### config.mk
export PLATFORM = sky130hd
export DESIGN_NAME = ahb_cmd_master
export DESIGN_NICKNAME = d
export VERILOG_FILES = /design/src/rtl/ahb_cmd_master.sv
export SDC_FILE = /design/constraint.sdc
export NUM_CORES = 1
export LEC_CHECK = 0
export ABC_AREA = 1
export CAP_MARGIN = 20
export CELL_PAD_IN_SITES_DETAIL_PLACEMENT = 0
export CELL_PAD_IN_SITES_GLOBAL_PLACEMENT = 1
export CORE_ASPECT_RATIO = 0.6
export CORE_MARGIN = 10
export CORE_UTILIZATION = 38
export DETAILED_ROUTE_END_ITERATION = 16
export MAX_ROUTING_LAYER = met4
export PLACE_DENSITY_LB_ADDON = 0.25
export SLEW_MARGIN = 30
export SYNTH_ARGS = -nofsm -noshare
export SYNTH_HDL_FRONTEND = slang
export SYNTH_SLANG_ARGS = --single-unit
### constraint.sdc
create_clock -name HCLK -period 2.5 [get_ports HCLK]
set_input_delay 0.5 -clock HCLK [delete_from_list [all_inputs] [get_ports HCLK]]
set_output_delay 0.5 -clock HCLK [all_outputs]
set_load 0.01 [all_outputs]
### src/rtl/ahb_cmd_master.sv
// ahb_cmd_master: queued command master driving an AHB-Lite slave.
// Issues single NONSEQ transfers with pipelined address/data phases.
//
// Ports:
//   HCLK, HRESETn         clock, async active-low reset
//   cmd_valid/cmd_ready   command push handshake (write, addr, wdata)
//   rsp_valid/rsp_data    one-cycle read response, data held
//   HADDR/HWRITE/HTRANS   address phase, driven from the FIFO head
//   HWDATA/HRDATA/HREADY  data phase
//   busy                  queued work or data phase outstanding
//   wr_count/rd_count     completed transfer counters (wrapping)
module ahb_cmd_master #(
  parameter int ADDR_W = 21,
  parameter int DATA_W = 8,
  parameter int DEPTH  = 4,
  parameter int CNT_W  = 16
) (
  input  logic              HCLK,
  input  logic              HRESETn,
  input  logic              cmd_valid,
  output logic              cmd_ready,
  input  logic              cmd_write,
  input  logic [ADDR_W-1:0] cmd_addr,
  input  logic [DATA_W-1:0] cmd_wdata,
  output logic              rsp_valid,
  output logic [DATA_W-1:0] rsp_data,
  output logic [ADDR_W-1:0] HADDR,
  output logic              HWRITE,
  output logic [1:0]        HTRANS,
  output logic [DATA_W-1:0] HWDATA,
  input  logic [DATA_W-1:0] HRDATA,
  input  logic              HREADY,
  output logic              busy,
  output logic [CNT_W-1:0]  wr_count,
  output logic [CNT_W-1:0]  rd_count
);

  localparam int PW = $clog2(DEPTH);
  localparam logic [PW:0] FULL_CNT = (PW+1)'(DEPTH);

  typedef struct packed {
    logic              write;
    logic [ADDR_W-1:0] addr;
    logic [DATA_W-1:0] wdata;
  } cmd_t;

  cmd_t        mem [DEPTH];
  cmd_t        head;
  logic [PW-1:0] wptr;
  logic [PW-1:0] rptr;
  logic [PW:0]   count;

  logic              dp_valid;
  logic              dp_write;
  logic [DATA_W-1:0] dp_wdata;

  logic empty;
  logic full;
  logic push;
  logic pop;
  logic dp_done;

  assign empty = (count == '0);
  assign full  = (count == FULL_CNT);
  // Ready depends only on registered occupancy, so a pop in the
  // same cycle never opens a slot for a full FIFO.
  assign cmd_ready = HRESETn & ~full;
  assign push    = cmd_valid & cmd_ready;
  assign pop     = ~empty & HREADY;
  assign dp_done = dp_valid & HREADY;
  assign head    = mem[rptr];

  assign HTRANS = empty ? 2'b00 : 2'b10;
  assign HADDR  = empty ? '0 : head.addr;
  assign HWRITE = ~empty & head.write;
  assign HWDATA = (dp_valid & dp_write) ? dp_wdata : '0;
  assign busy   = ~empty | dp_valid;

  always_ff @(posedge HCLK) begin
    if (push) begin
      mem[wptr] <= '{write: cmd_write,
                     addr:  cmd_addr,
                     wdata: cmd_wdata};
    end
  end

  always_ff @(posedge HCLK or negedge HRESETn) begin
    if (!HRESETn) begin
      wptr  <= '0;
      rptr  <= '0;
      count <= '0;
    end else begin
      if (push) wptr <= wptr + 1'b1;
      if (pop)  rptr <= rptr + 1'b1;
      unique case ({push, pop})
        2'b10:   count <= count + (PW+1)'(1);
        2'b01:   count <= count - (PW+1)'(1);
        default: count <= count;
      endcase
    end
  end

  always_ff @(posedge HCLK or negedge HRESETn) begin
    if (!HRESETn) begin
      dp_valid <= 1'b0;
      dp_write <= 1'b0;
      dp_wdata <= '0;
    end else if (HREADY) begin
      dp_valid <= pop;
      if (pop) begin
        dp_write <= head.write;
        dp_wdata <= head.wdata;
      end
    end
  end

  always_ff @(posedge HCLK or negedge HRESETn) begin
    if (!HRESETn) begin
      rsp_valid <= 1'b0;
      rsp_data  <= '0;
      wr_count  <= '0;
      rd_count  <= '0;
    end else begin
      rsp_valid <= dp_done & ~dp_write;
      if (dp_done & dp_write) begin
        wr_count <= wr_count + 1'b1;
      end
      if (dp_done & ~dp_write) begin
        rsp_data <= HRDATA;
        rd_count <= rd_count + 1'b1;
      end
    end
  end

endmodule

### After elaboration in Yosys (flattened, before gate mapping)

Memories as Yosys holds them, arrays and structs flattened.
Index checks and enable logic that the tools add are counted.

| storage, ports and cells | value |
|---|---|
| bits in registers | 58 |
| RAM bits | 120 |
| input port bits | 42 |
| output and inout port bits | 75 |
| logic and storage cells | 41 |
| memories | 1 |

| cells by class | value |
|---|---|
| add/sub/neg operators | 6 |
| eq/ne operators | 3 |
| muxes and demuxes | 6 |
| bitwise operators | 12 |
| reductions and logical operators | 3 |

Memories:

| memory | depth | bits a word | read ports | clocked after memory_dff | write ports | RTL line | text |
|---|---|---|---|---|---|---|---|
| mem | 4 | 30 | 1 | 0 | 1 | 47 | `cmd_t mem [DEPTH];` |

Operator list:

| operator | number |
|---|---|
| adder 16 x 1 -> 16 bit, second input constant | 2 |
| two-way mux 21 bit | 1 |
| AND 1 bit | 8 |
| two-way mux 8 bit | 1 |
| case mux 3 bit (2 select lines) | 1 |
| adder 2 x 1 -> 2 bit, second input constant | 2 |
| adder 3 x 1 -> 3 bit, second input constant | 1 |
| == test 3 bit, second input constant | 1 |
| logical NOT 3 bit | 1 |
| inverter 1 bit | 3 |
| subtractor 3 x 1 -> 3 bit, second input constant | 1 |
| == test 2 x 1 -> 1 bit, second input constant | 1 |
| == test 2 bit, second input constant | 1 |
| two-way mux 1 bit | 2 |
| two-way mux 2 bit | 1 |
| AND reduction 2 bit | 1 |
| nonzero test 2 bit | 1 |
| bitwise OR 1 bit | 1 |

### Depth between registers and ports, before layout

Gate-level depths: netlist (run 1).

| depth | value |
|---|---|
| word-level depth | 6 |
| mapped depth | 11 |

### Worst setup path after synthesis (run 1)

No wires, ideal clock.

| timing path | value |
|---|---|
| path type | input to register |
| start | input HRESETn |
| end | memory mem[0][0] in the netlist's numbering, enable pin |
| arrival time | 2,315 ps |
| required time | 2,083 ps |
| slack | -233 ps |
| stages on the path | 3 |
| cell sequence | a21boi_1 -> nand2_1 -> nor2_1 |

| on the way | value |
|---|---|
| longest elaborated chain between the ends | 4 |

RTL lines:

| item | RTL line | text |
|---|---|---|
| start, declared | 19 | `input logic HRESETn,` |
| AND 1 bit | 67 | `assign cmd_ready = HRESETn & ~full;` |
| AND 1 bit | 68 | `assign push = cmd_valid & cmd_ready;` |
| two-way mux 1 bit | 80 | `if (push) begin` |
| two-way mux 1 bit (implied by the code) | 81 | `mem[wptr] <= '{write: cmd_write,` |
| end, declared | 47 |  |

Every way passes these cells.

### Worst setup path in the final report (run 1)

| timing path | value |
|---|---|
| start | register rptr[0] |
| end | output HADDR[4] |

| on the way | value |
|---|---|
| longest elaborated chain between the ends | 2 |

RTL lines:

| item | RTL line | text |
|---|---|---|
| start, declared | 50 | `logic [PW-1:0] rptr;` |
| start signal, assigned | 94 | `if (pop) rptr <= rptr + 1'b1;` |
| memory (4 x 30 bit) | - |  |
| two-way mux 21 bit | 74 | `assign HADDR = empty ? '0 : head.addr;` |
| end, declared | 27 | `output logic [ADDR_W-1:0] HADDR,` |

Every way passes these cells.

==> key figures, run 1 <==
STA
  – Tcrit/Tclk final: 0.938
  – Slew headroom: 0.483
  – Final hold violation count: 0
  – Maximum clock frequency: 427 MHz
  – RSZ-0062 raised after global routing: no
  – Slew Limit Fails: 0
  – Final setup fails: 0
  – Post-route minimum period: 2.34 ns
  – Worst-Margin Slew: 0.776 ns
  – Fin Clk Skew: 0.0118 ns
  – TNS Setup: 0 ns

Pwr
  – Switching fraction of total power: 0.333
  – Clock power frac: 0.268
  – Sequential share of power: 0.376
  – Power Dens Cells: 1080 nW/um^2
  – Peak supply drop: 603 uV
  – Combinational share of power: 0.357
  – Switching power: 3.48 mW
  – LEAKAGE: 3.93 nW
  – Pint: 6.95 mW

GRT
  – Largest net degree at the start of global routing: 59
  – First-pass GRT wire length: 28.0 mm
  – Antenna violations before repair: 2
  – Grt ovf: 0
  – Total global-route track usage: 0.146
  – Vias in the first global route: 5132

Clock tree
  – TritonCTS Buffers: 17
  – H-tree depth: 4
  – Clk slew on worst S/H paths: 0.07 ns
  – Clock Tree Root: clkbuf_16
  – Hold-fix buffers at CTS: 0
  – CTS tree: done
  – CTS max path bufs: 2
  – Clock Sinks: 178
  – Worst-skew pair later-pin latency: 0.43 ns

Critical path
  – Crit path max-delay cell type: dfrtp_2
  – R2r endpoint: count[2]$_DFFE_PN0P_
  – CP Launch Type: register
  – Crit-path max FO: 37
  – Crit end category: output port
  – Worst Path Required: 2.00 ns
  – Most common cell on crit path: nor2_1
  – Worst r2r path cells: 9
  – Setup slack, reg-to-reg: 0.49 ns
  – Arr. time, crit path: 1.84 ns
  – Worst reg2reg path startpoint: count[0]$_DFFE_PN0P_
  – Crit path cell chain: buf_12, nor2_1, nor2_1, o21ai_1, a21oi_1, dlygate4sd2_1
  – CP Class: reg2out
  – Max incr delay on CP: 0.46 ns

Place
  – Dpl cell area: 9000 um^2
  – DPL Wire Length: 12.2 mm
  – GPL Wtd Cong: 0.776
  – IO buf count: 115

Yosys
  – Syn nets: 723
  – Netlist cell types: 29
  – Number of enable flip-flop cells after synthesis: 120
  – Post-synth top area cell: edfxtp_1
  – Warnings from Yosys: 0
  – Synthesized area: 7380 um^2
  – Count leader, synth: nor2_1
  – Top FF cell, synth: edfxtp_1
  – Post-synth top cells: 150 x nor2_1, 120 x edfxtp_1, 100 x nand2_1, 72 x o21ai_0, 58 x dfrtp_1
  – Syn Area/Cell: 11.0 um^2
  – Synthesized instance count: 673
  – Sequential area share after synthesis: 0.685
  – Ranking of synthesized cells by area: edfxtp_1 49%, dfrtp_1 20%, nor2_1 7.6%
  – Area share of the largest cell type after synthesis: 0.489
  – Register bit total from synthesis: 178
  – Async S/R FF share, synth: 0.326

Status
  – Status: complete, no violations

Drt
  – First-iteration detailed-routing DRC count: 271
  – Antenna-violating nets left: 0
  – Pre-antenna DRT Iters: 4
  – Vias: 5036
  – Final WL: 17.8 mm
  – Avg WL per Cell: 16.7 um
  – Remaining DRCs: 0
  – DR vias/cell: 4.73

Floorplan
  – Core ar.: 19000 um^2
  – Die height: 128 um
  – Die area: 25600 um^2
  – Core Rows: 39
  – Die width: 200 um
  – Initial core utilization: 0.388
  – Io pins: 117

Finish
  – Layout cells sized above 1: 0.0954
  – # nets final: 855
  – FF+latch area: 5060 um^2
  – Fill cell count: 1683
  – Area growth syn-to-layout: 31.0%
  – Fin area: 9660 um^2
  – Multi-input gate area: 2040 um^2
  – Final Util: 0.508

Flow run
  – Max-cap violations: 0

Min path
  – Hold/Removal Path Class: in2async
==> registers in the layout, summed over array words and instances (netlist names) <==
name,count
rptr,2
wptr,2
rsp_valid,1
mem,120
dp_valid,1
rsp_data,8
wr_count,16
count,3
dp_wdata,8
rd_count,16
dp_write,1
==> worst max-delay path by stage <==
stage                                    from  cells after the start              endpoint
after floorplan                       HRESETn                      3   mem[0][0]$_DFFE_PP_
after global placement                 HREADY                      9  count[2]$_DFFE_PN0P_
after detailed placement               HREADY                      9  count[2]$_DFFE_PN0P_
after CTS                 rptr[0]$_DFFE_PN0P_                      5             HADDR[13]
after global routing      rptr[0]$_DFFE_PN0P_                      6              HADDR[4]
final                     rptr[0]$_DFFE_PN0P_                      6              HADDR[4]
==> cell families (layout without fill, tap and decap cells) <==
kind of cell | Yosys count | count (layout) | synth area share
simple gates | 288 | 288 | 0.161
fa+ha+maj | 8 | 8 | 0.0146
flops | 178 | 178 | 0.685
buf+inv | 73 | 218 | 0.0419
xor+xnor | 23 | 23 | 0.0273
compound gates | 102 | 102 | 0.0696
other cells | 1 | 2 | 0.000508
==> stage by stage <==
| stage | hold slack, ns | power (mW) | worst slack [ns] | instances |
|---|---|---|---|---|
| after floorplan | 0.204 | 5.88 | -0.233 | 673 |
| final | 0.321 | 10.4 | 0.155 | 1065 |
| after detailed placement | 0.463 | 7.87 | 0.122 | 1032 |
| after global placement | 0.454 | 7.76 | 0.157 | 1032 |
| after global routing | 0.397 | 11.1 | 0.00341 | 1065 |
| after CTS | 0.358 | 10.6 | -0.134 | 1064 |
==> repair_timing <==
| item | 4_1_cts | 5_1_grt |
|---|---|---|
| cloned | 0 | 0 |
| buffers inserted | 0 | 0 |
| resized for setup | 13 | 17 |
| endpoints found under the setup margin | 22 | 13 |
==> worst max-delay path: cells and delay by family (launching register included) <==
family                 cells  cell delay (ns)
buffers and inverters      2             0.53
DFF                        1             0.46
AOI/OAI and AO/OA          2             0.28
and+or+nand+nor            2             0.16
==> area by class of cell <==
| class | count | area share |
|---|---|---|
| sequential | 178 | 0.523 |
| clock inverter | 11 | 0.0157 |
| antenna | 1 | 0.000259 |
| inverter | 47 | 0.0188 |
| multi-input combinational | 422 | 0.212 |
| clock buffer | 21 | 0.0497 |
| tap | 246 | 0.0318 |
| timing repair buffer | 139 | 0.149 |
==> per-layer routing <==
| metal | routed length, um | track usage | vias up |
|---|---|---|---|
| met5 | 0 | - | - |
| met4 | 200 | 0.0470 | 0 |
| met3 | 774 | 0.0375 | 15 |
| met2 | 8190 | 0.221 | 94 |
| met1 | 8650 | 0.189 | 2423 |
| li1 | - | - | 2504 |
==> layout by cell type (no fill, tap or decap), types with 2 or more instances in the layout <==
cell	instances
xnor2_1	8
a21oi_1	23
o21ai_1	6
dlymetal6s2s_1	12
clkbuf_8	4
inv_2	3
nand4_1	6
inv_6	2
clkbuf_16	17
nand2_2	4
buf_4	16
o21ai_0	72
nand3b_1	4
clkinv_4	4
dfrtp_1	57
clkdlybuf4s50_1	92
dlygate4sd2_1	9
edfxtp_1	120
inv_1	43
nand3_1	15
nand2_1	99
nand3_2	2
buf_12	8
xor2_1	15
nor2_1	146
ha_1	7
clkinv_2	2
nor3_1	3
nor2_4	7
bufinv_16	3
==> power groups by stage <==
stage / clock (mW) / combinational [mW] / sequential [mW]
after global placement: 0 / 3.82 / 3.94
after floorplan: 0 / 1.90 / 3.97
final: 2.79 / 3.72 / 3.92
after global routing: 2.99 / 4.13 / 3.97
after detailed placement: 0 / 3.91 / 3.96
after CTS: 2.86 / 3.84 / 3.91
(Power assumes the default switching activity.)
==> inputs of run 2 (changes only) <==
Settings changed: CORE_UTILIZATION 38 to 45.
Clock period 2.5 ns to 2.7 ns, I/O delays scaled along.
==> run 2 against run 1 <==
- wire length shrank 4.8%
- sequential power decreased by 7.9%
- critical path depth is the same
==> key figures, run 2 (synthesized netlist as in run 1, its figures left out) <==
Status
  – Status: complete, no violations

GRT
  – First-pass GRT wire length: 27.4 mm (-1.9%)
  – Antenna violations before repair: 1 (-1)
  – Largest net degree at the start of global routing: 59 (unchanged)
  – Vias in the first global route: 5266 (+2.6%)
  – Grt ovf: 0 (unchanged)
  – Total global-route track usage: 0.163 (+0.0171)

Pwr
  – Switching fraction of total power: 0.337 (+0.00382)
  – Pint: 6.23 mW (-10%)
  – Power Dens Cells: 986 nW/um^2 (-8.7%)
  – Sequential share of power: 0.385 (+0.009)
  – Design Power: 9.40 mW (-9.9%)
  – LEAKAGE: 3.80 nW (-3.2%)
  – Clock power frac: 0.248 (-0.020)
  – Switching power: 3.17 mW (-8.9%)
  – Combinational share of power: 0.367 (+0.010)
  – Peak supply drop: 404 uV (-33%)

Finish
  – Diode count: 0 (-1)
  – Fill cell count: 1319 (-22%)
  – Reg with most FFs: mem
  – Commonest non-fill, non-tap cell in the layout: nor2_1
  – Commonest cells after routing, fill and taps aside: 146 x nor2_1, 120 x edfxtp_1, 100 x nand2_1, 95 x clkdlybuf4s50_1, 72 x o21ai_0
  – Layout cells sized above 1: 0.0948 (-0.000579)
  – Top Registers: mem: 120 flops, rd_count: 16 flops, wr_count: 16 flops
  – # nets final: 860 (+0.58%)
  – Final Util: 0.590 (+0.0817)
  – Max reg flops: 120 (unchanged)
  – Area growth syn-to-layout: 29.2%

Critical path
  – Crit end category: output port
  – Crit-path max FO: 7 (-81%)
  – CP Launch Type: register
  – Arr. time, crit path: 2.02 ns (+0.18 ns)
  – Worst Path Required: 2.16 ns (+0.16 ns)
  – CP Class: reg2out

Clock tree
  – Clk slew on worst S/H paths: 0.07 ns (about the same)
  – TritonCTS Buffers: 17 (unchanged)
  – Clock Tree Root: clkbuf_16
  – CTS max path bufs: 2 (unchanged)
  – Hold-fix buffers at CTS: 0 (unchanged)
  – Worst-skew pair later-pin latency: 0.42 ns (about the same)
  – Clock Sinks: 178 (unchanged)
  – H-tree depth: 4 (unchanged)
  – CTS tree: done

STA
  – Worst-Margin Slew: 0.777 ns (+0.000762 ns)
  – Maximum clock frequency: 390 MHz
  – Slew Limit Fails: 0 (unchanged)
  – Tcrit/Tclk final: 0.949
  – Post-route minimum period: 2.56 ns
  – Fin Clk Skew: 0.00862 ns (-0.00315 ns)
  – Slew headroom: 0.482 (-0.000508)
  – Final setup fails: 0 (unchanged)
  – Final hold violation count: 0 (unchanged)

Drt
  – Antenna-violating nets left: 0 (unchanged)
  – Avg WL per Cell: 16.4 um (-1.7%)
  – Remaining DRCs: 0 (unchanged)
  – Pre-antenna DRT Iters: 7 (+3)
  – Vias: 5043 (+0.14%)
  – DR vias/cell: 4.89 (+3.3%)
  – Final WL: 17.0 mm (-4.8%)
  – First-iteration detailed-routing DRC count: 325 (+20%)

Floorplan
  – Io pins: 117 (unchanged)
  – Die area: 22100 um^2 (-14%)
  – Die height: 119 um (-6.8%)
  – Core ar.: 16200 um^2 (-15%)
  – Die width: 185 um (-7.3%)
  – Initial core utilization: 0.456 (+0.0686)
  – Core Rows: 36 (-7.7%)

Place
  – DPL Wire Length: 11.4 mm (-6.7%)
  – GPL Wtd Cong: 0.802 (+3.3%)
  – IO buf count: 115 (unchanged)

Min path
  – Hold/Removal Path Class: in2async

Flow run
  – Max-cap violations: 0 (unchanged)
run 2: worst paths after layout:
path | depth (start not counted) | slack (ns) | endpoint | startpoint
max in group asynchronous | 2 | 1.78 | rptr[0]$_DFFE_PN0P_ | HRESETn
worst min-delay path | 2 | 0.36 | rd_count[13]$_DFFE_PN0P_ | HRESETn
worst min register to register | 2 | 0.47 | rsp_data[2]$_DFFE_PN0P_ | rsp_data[2]$_DFFE_PN0P_
worst max-delay path | 6 | 0.14 | HADDR[20] | count[1]$_DFFE_PN0P_
min in group HCLK | 2 | 0.47 | rsp_data[2]$_DFFE_PN0P_ | rsp_data[2]$_DFFE_PN0P_
worst max register to register | 10 | 0.80 | count[2]$_DFFE_PN0P_ | count[1]$_DFFE_PN0P_
run 2: repair_timing:
action | 4_1_cts | 5_1_grt
gates resized for setup | 21 | 8
buffers inserted | 3 | 4
setup endpoints to repair | 15 | 7
run 2: routing by layer:
| layer | up-vias | wire length [um] | track usage |
|---|---|---|---|
| met2 | 106 | 7980 | 0.255 |
| met3 | 8 | 867 | 0.0458 |
| met5 | - | 0 | - |
| met4 | 0 | 104 | 0.0339 |
| li1 | 2516 | - | - |
| met1 | 2413 | 8000 | 0.208 |
run 2: per-stage QoR:
stage	setup slack, ns	TNS, ns	cell area [um^2]	hold WS, ns	std cells
floorplan	-0.0725	-8.70	7380	0.244	673
global placement	0.294	0	8900	0.454	993
detailed placement	0.260	0	8900	0.459	993
CTS	-0.00727	-0.00727	9480	0.391	1028
global route	-0.0105	-0.0169	9530	0.429	1032
finish	0.138	0	9530	0.356	1032
run 2: cell type report:
class                   count  area, um^2  area share
flip-flops and latches    178        5060       0.530
multi-input cells         422        2050       0.215
repair buffers            144        1430       0.150
clock buffers              21         440      0.0462
well taps                 209         262      0.0274
inverters                  47         186      0.0196
clock inverters            11         114      0.0119
run 2: power by group through the flow:
stage	clock [mW]	combinational, mW	sequential (mW)
global route	2.51	3.89	3.67
CTS	2.39	3.46	3.61
global placement	0	3.44	3.64
detailed placement	0	3.50	3.66
floorplan	0	1.76	3.68
finish	2.33	3.45	3.61
run 2: critical path, cell delays in order (launching register included):
cell and delay, ns:
dfrtp_1 0.37, inv_1 0.09, nand3_2 0.12, clkinvlp_4 0.16
buf_4 0.20, a21oi_1 0.11, clkdlybuf4s50_1 0.55
==> inputs of run 3 (changes only) <==
Settings changed: CAP_MARGIN 20 to 5.
==> results of run 3 <==
The final DEF is identical to that of run 2; final timing and power are the same.
